--- src/rtl/ws2812_receiver.sv ---
// ws2812_receiver: single-wire NRZ LED-stream decoder; classifies high pulses by width,
// assembles MSB-first words and flags the low latch gap and stuck-high faults.
module ws2812_receiver #(
    parameter int W          = 24,
    parameter int T1_MIN     = 30,
    parameter int T_HIGH_MAX = 100,
    parameter int T_RESET    = 2500,
    parameter int CNT_W      = 12
) (
    input  logic         clk,
    input  logic         rst,
    input  logic         din,
    output logic [W-1:0] data,
    output logic         valid,
    output logic         frame_end,
    output logic         err
);
    localparam int BW = $clog2(W + 1);
    localparam logic [CNT_W-1:0] T1   = CNT_W'(T1_MIN);
    localparam logic [CNT_W-1:0] THI  = CNT_W'(T_HIGH_MAX);
    localparam logic [CNT_W-1:0] TRS  = CNT_W'(T_RESET);
    localparam logic [CNT_W-1:0] CMAX = '1;
    localparam logic [BW-1:0]    LAST = BW'(W - 1);

    typedef enum logic [1:0] {IDLE, HIGH, LOW, STUCK} state_t;
    state_t state, state_n;

    logic             s1, din_s, din_p;
    logic [CNT_W-1:0] hcnt, lcnt;
    logic [W-1:0]     shreg;
    logic [BW-1:0]    bcnt;
    logic             got_bit, rise, fall, bit_val, take, done, stuck, gap;

    assign rise    = din_s & ~din_p;
    assign fall    = ~din_s & din_p;
    assign bit_val = hcnt >= T1;

    // Sync flops reset high so a line held high across reset never looks like a rise
    always_ff @(posedge clk) begin
        if (rst) {s1, din_s, din_p} <= 3'b111;
        else     {s1, din_s, din_p} <= {din, s1, din_s};
    end

    always_ff @(posedge clk) begin
        if (rst) begin
            hcnt <= '0;
            lcnt <= '0;
        end else begin
            hcnt <= rise ? CNT_W'(1) : (din_s && hcnt != CMAX) ? hcnt + 1'b1 : hcnt;
            lcnt <= fall ? CNT_W'(1) : (!din_s && lcnt != CMAX) ? lcnt + 1'b1 : lcnt;
        end
    end

    always_ff @(posedge clk) begin
        if (rst) state <= IDLE;
        else     state <= state_n;
    end

    always_comb begin
        state_n = state;
        case (state)
            IDLE:  state_n = rise ? HIGH : IDLE;
            HIGH:  state_n = fall ? LOW : (hcnt >= THI) ? STUCK : HIGH;
            LOW:   state_n = rise ? HIGH : gap ? IDLE : LOW;
            STUCK: state_n = fall ? LOW : STUCK;
        endcase
    end

    always_comb begin
        take  = state == HIGH && fall;
        done  = take && bcnt == LAST;
        stuck = state == HIGH && !fall && hcnt >= THI;
        gap   = state == LOW && lcnt == TRS;
    end

    always_ff @(posedge clk) begin
        if (rst) begin
            shreg     <= '0;
            bcnt      <= '0;
            got_bit   <= 1'b0;
            data      <= '0;
            valid     <= 1'b0;
            frame_end <= 1'b0;
            err       <= 1'b0;
        end else begin
            valid     <= done;
            frame_end <= gap && got_bit;
            err       <= stuck || (gap && bcnt != '0);
            bcnt      <= (done || stuck || gap) ? '0 : take ? bcnt + 1'b1 : bcnt;
            got_bit   <= take ? 1'b1 : gap ? 1'b0 : got_bit;
            if (take) shreg <= {shreg[W-2:0], bit_val};
            if (done) data <= {shreg[W-2:0], bit_val};
        end
    end
endmodule

--- config.mk ---
export PLATFORM = sky130hd
export DESIGN_NAME = ws2812_receiver
export DESIGN_NICKNAME = d
export VERILOG_FILES = /design/src/rtl/ws2812_receiver.sv
export SDC_FILE = /design/constraint.sdc
export NUM_CORES = 1
export LEC_CHECK = 0
export ABC_CLOCK_PERIOD_IN_PS = 1700
export CORE_MARGIN = 8
export CORE_UTILIZATION = 25
export CTS_CLUSTER_DIAMETER = 200
export DETAILED_ROUTE_END_ITERATION = 8
export HOLD_SLACK_MARGIN = 0.03
export PLACE_DENSITY = 0.51
export SETUP_SLACK_MARGIN = 0.3
export SYNTH_ARGS = -nofsm -noshare
export SYNTH_HDL_FRONTEND = slang
export SYNTH_SLANG_ARGS = --single-unit
--- constraint.sdc ---
create_clock -name clk -period 1.7 [get_ports clk]
set_clock_uncertainty 0.05 [all_clocks]
set_input_delay 0.255 -clock clk [delete_from_list [all_inputs] [get_ports clk]]
set_output_delay 0.255 -clock clk [all_outputs]
set_load 0.005 [all_outputs]
==> report_table.html <==
<table>
<tr><th>Metric</th><th>Value</th></tr>
<tr><th colspan="2">Timing</th></tr>
<tr><td>Hold Vio Cnt, Final</td><td>0</td></tr>
<tr><td>Maximum frequency from static timing analysis</td><td>roughly 630 MHz</td></tr>
<tr><td>Setup repair after global routing missed its margin</td><td>yes</td></tr>
<tr><td>Measured slew at the worst slew-check pin</td><td>0.327 ns</td></tr>
<tr><td>Final critical-path setup slack</td><td>0.117 ns</td></tr>
<tr><td>Worst-case hold slack</td><td>around 0.36 ns</td></tr>
<tr><td>Final period util</td><td>0.931</td></tr>
<tr><td>Final Critical Period</td><td>1.58 ns</td></tr>
<tr><td>Max Transition Viols Final</td><td>0</td></tr>
<tr><td>Max-slew headroom</td><td>0.782</td></tr>
<tr><td>Setup-violating endpoint count in the final report</td><td>0</td></tr>
<tr><th colspan="2">Die</th></tr>
<tr><td>Area of the die</td><td>17900 um2</td></tr>
<tr><td>Placeable core area</td><td>13700 um2</td></tr>
<tr><td>Vertical die dimension</td><td>134 um</td></tr>
<tr><td>Effective utilization at floorplan</td><td>0.252</td></tr>
<tr><td>Total I/O pin count</td><td>30</td></tr>
<tr><td>Number of placement rows</td><td>43</td></tr>
<tr><td>Width of the die</td><td>134 um</td></tr>
<tr><th colspan="2">Clock tree</th></tr>
<tr><td>CTS max path bufs</td><td>2</td></tr>
<tr><td>TritonCTS clock tree</td><td>done</td></tr>
<tr><td>Cts hold-fix bufs</td><td>0</td></tr>
<tr><td>Clock buffers created by TritonCTS</td><td>9</td></tr>
<tr><td>Sinks on the clock net</td><td>85</td></tr>
<tr><td>Latest clock arrival within the worst-skew pair</td><td>about 0.34 ns</td></tr>
<tr><td>Clock transition at the registers of the reported paths</td><td>about 0.070 ns</td></tr>
<tr><td>Maximum level of the CTS H-tree</td><td>3</td></tr>
<tr><td>Cell chosen for the clock root</td><td>clkbuf_16</td></tr>
<tr><th colspan="2">Finish</th></tr>
<tr><td>Post-route standard cell area excluding fillers</td><td>5690 um2</td></tr>
<tr><td>Count of nets after finishing</td><td>474</td></tr>
<tr><td>Share of post-route cells with drive strength above 1</td><td>0.445</td></tr>
<tr><td>Area Overhead vs Synth</td><td>64.5%</td></tr>
<tr><td>Antenna diodes</td><td>0</td></tr>
<tr><th colspan="2">Global route</th></tr>
<tr><td>Largest net degree at the start of global routing</td><td>26</td></tr>
<tr><td>Global-route wire length before repair</td><td>15200 um</td></tr>
<tr><td>Global-route congestion overflow total</td><td>0</td></tr>
<tr><td>Initial antenna violation count</td><td>1</td></tr>
<tr><td>Overall Global Routing Usage</td><td>0.104</td></tr>
<tr><td>Vias in the first global route</td><td>2996</td></tr>
<tr><th colspan="2">Power</th></tr>
<tr><td>Maximum ir drop on the vdd rail</td><td>between 0.3 and 0.4 mV</td></tr>
<tr><td>Final Power</td><td>around 4.1 mW</td></tr>
<tr><td>Leakage power of the design</td><td>2.49 nW</td></tr>
<tr><td>P per Cell Area</td><td>between 700 and 800 nW/um2</td></tr>
<tr><th colspan="2">Route</th></tr>
<tr><td>Via density</td><td>4.84</td></tr>
<tr><td>Vias after detailed routing</td><td>3143</td></tr>
<tr><td>Final routed wirelength across all metal layers</td><td>10300 um</td></tr>
<tr><td>Post-DRT Antenna Nets</td><td>0</td></tr>
<tr><td>Pre-Repair DR Iteration Count</td><td>4</td></tr>
<tr><td>DRT iter0 DRCs</td><td>156</td></tr>
<tr><td>DRC errors left</td><td>0</td></tr>
<tr><td>DR WL/cell</td><td>15.8 um</td></tr>
<tr><th colspan="2">Synth</th></tr>
<tr><td>Fraction of post-synthesis cell area in the top cell type by area</td><td>0.492</td></tr>
<tr><td>Cell taking the most area after synthesis</td><td>dfxtp_1</td></tr>
<tr><td>Count of flip-flops with a built-in enable after synthesis</td><td>0</td></tr>
<tr><td>Fraction of registers with async set or reset after synthesis</td><td>0</td></tr>
<tr><td>Synthesis-stage register bit count</td><td>85</td></tr>
<tr><td>Area contributors post-synth</td><td>dfxtp_1 49%, nand2_1 6.3%, a22o_1 6.1%</td></tr>
<tr><td>Netlist Area Pre-Place</td><td>approximately 3500 um2</td></tr>
<tr><td>Syn. warnings</td><td>0</td></tr>
<tr><td>Mean Syn Cell Area</td><td>9.35 um2</td></tr>
<tr><td>Nets in the synthesized netlist</td><td>around 380</td></tr>
<tr><td>Count of mapped cells out of synthesis</td><td>370</td></tr>
<tr><td>Proportion of synthesized chip area in sequential cells</td><td>0.492</td></tr>
<tr><td>Most used DFF post-synth</td><td>dfxtp_1</td></tr>
<tr><td>Unique masters post-synth</td><td>64</td></tr>
<tr><th colspan="2">Setup path</th></tr>
<tr><td>Worst setup SP type</td><td>flop</td></tr>
<tr><td>Critical Path Fanout Max</td><td>6</td></tr>
<tr><td>Required time at the endpoint of the critical path</td><td>approximately 1.9 ns</td></tr>
<tr><td>Arrival time reported for the critical path endpoint</td><td>1.76 ns</td></tr>
<tr><td>Classification of the worst setup path</td><td>flop to flop</td></tr>
<tr><td>CP endpoint kind</td><td>flop</td></tr>
<tr><th colspan="2">Place</th></tr>
<tr><td>Post-Place Worst Slack</td><td>-0.0104 ns</td></tr>
<tr><td>Count of buffers from port buffering</td><td>29</td></tr>
<tr><td>Instance area after placement</td><td>between 4000 and 5000 um2</td></tr>
<tr><td>Placed wire-length estimate</td><td>5600 um</td></tr>
<tr><td>Final Wtd Congestion</td><td>between 0.7 and 0.8</td></tr>
<tr><th colspan="2">Job</th></tr>
<tr><td>Max cap viols</td><td>0</td></tr>
<tr><th colspan="2">Min path</th></tr>
<tr><td>Worst min path class</td><td>flop to flop</td></tr>
<tr><th colspan="2">Outcome</th></tr>
<tr><td>Result of the run</td><td>completed</td></tr>
</table>
## critical path, stage by stage (launching register included)
cell      delay (ns)
dfxtp_4         0.36
buf_12          0.13
and4bb_4        0.34
a21oi_4         0.11
buf_6           0.14
buf_12          0.13
a22o_1          0.21
## final timing paths
| path | from | endpoint | slack, ns | cells after the start |
|---|---|---|---|---|
| setup / recovery | din_s$_SDFF_PP1_ | data[23]$_SDFFE_PP0P_ | 0.12 | 6 |
| hold / removal | s1$_SDFF_PP1_ | din_s$_SDFF_PP1_ | 0.36 | 1 |
| setup reg to reg | din_s$_SDFF_PP1_ | data[23]$_SDFFE_PP0P_ | 0.12 | 6 |
| hold reg to reg | s1$_SDFF_PP1_ | din_s$_SDFF_PP1_ | 0.36 | 1 |
## per-stage QoR
step,utilization,instances,TNS [ns]
6_report,0.415,650,0
2_1_floorplan,-,370,0
4_1_cts,0.362,625,0
5_1_grt,0.415,650,0
3_3_place_gp,0.303,585,-0.0105
3_5_place_dp,0.303,585,-0.0113
## cell type report
cell class | instances | area [um2]
clock buffers | 9 | 225
clock inverters | 7 | 56.3
fillers | 1288 | 8030
inverters | 11 | 41.3
multi-input cells | 256 | 2180
flip-flops and latches | 85 | 1750
well taps | 180 | 225
repair buffers | 102 | 1210
## placed cells by master (no fill, tap or decap), types with 10 or more instances in the layout
cell | synthesis | final
buf_12 | 0 | 11
dfxtp_1 | 85 | 64
nor2_1 | 20 | 19
nand2_1 | 58 | 33
buf_4 | 1 | 35
buf_6 | 1 | 16
nand2_4 | 0 | 20
clkbuf_16 | 0 | 16
inv_1 | 11 | 10
dfxtp_2 | 0 | 12
a21oi_2 | 1 | 22
a22o_1 | 24 | 24
dlygate4sd2_1 | 0 | 27
## cell families after synthesis
kind of cell,share of synthesized area
DFF,0.492
AOI/OAI and AO/OA,0.189
adders and majority gates,0.0217
and+or+nand+nor,0.235
buffers and inverters,0.0387
muxes,0.00579
xor gates and xnor gates,0.0177
## per-layer routing
| metal | vias up | wire (um) | track usage |
|---|---|---|---|
| met5 | - | 0 | 0 |
| met4 | 0 | 202 | 0.0512 |
| li1 | 1534 | - | - |
| met2 | 43 | 4940 | 0.164 |
| met3 | 14 | 412 | 0.0230 |
| met1 | 1552 | 4700 | 0.131 |
## registers in the layout, summed over array words and instances (netlist names), 2 cells and up
signal  flops
data       24
shreg      23
hcnt       12
lcnt       12
bcnt        5
state       2
## cell usage after synthesis, types with 2 or more instances
library cell / n
and2_1: 3
nor3_1: 5
buf_2: 11
nor2b_1: 3
or2_2: 3
o21ai_0: 6
nand3b_1: 2
a311oi_1: 3
nor4bb_1: 2
xnor2_1: 3
a22o_1: 24
clkbuf_1: 5
nand4b_1: 2
nand4_1: 9
nand2_1: 58
inv_1: 11
o2111ai_1: 2
o21ai_1: 4
mux2i_1: 2
a21oi_1: 31
dfxtp_1: 85
ha_1: 6
or3_1: 5
nor2_1: 20
nor4b_1: 2
nand3_1: 9
a31oi_1: 5
xor2_1: 4
and3_1: 9
a41o_1: 2
## repair_timing
item	in CTS	in global routing
resized for setup	89	114
setup buffers	19	17
gates cloned	5	8
pin swaps	26	89
setup endpoints to repair	82	76
## power breakdown
group / switching (mW) / internal [mW] / leakage [nW] / total [mW]
Combinational: 0.114 / 0.136 / 1.67 / 0.249
Clock: 0.857 / 1.01 / 0.130 / 1.86
Sequential: 0.0202 / 2.00 / 0.698 / 2.02
(Power assumes the default switching activity.)
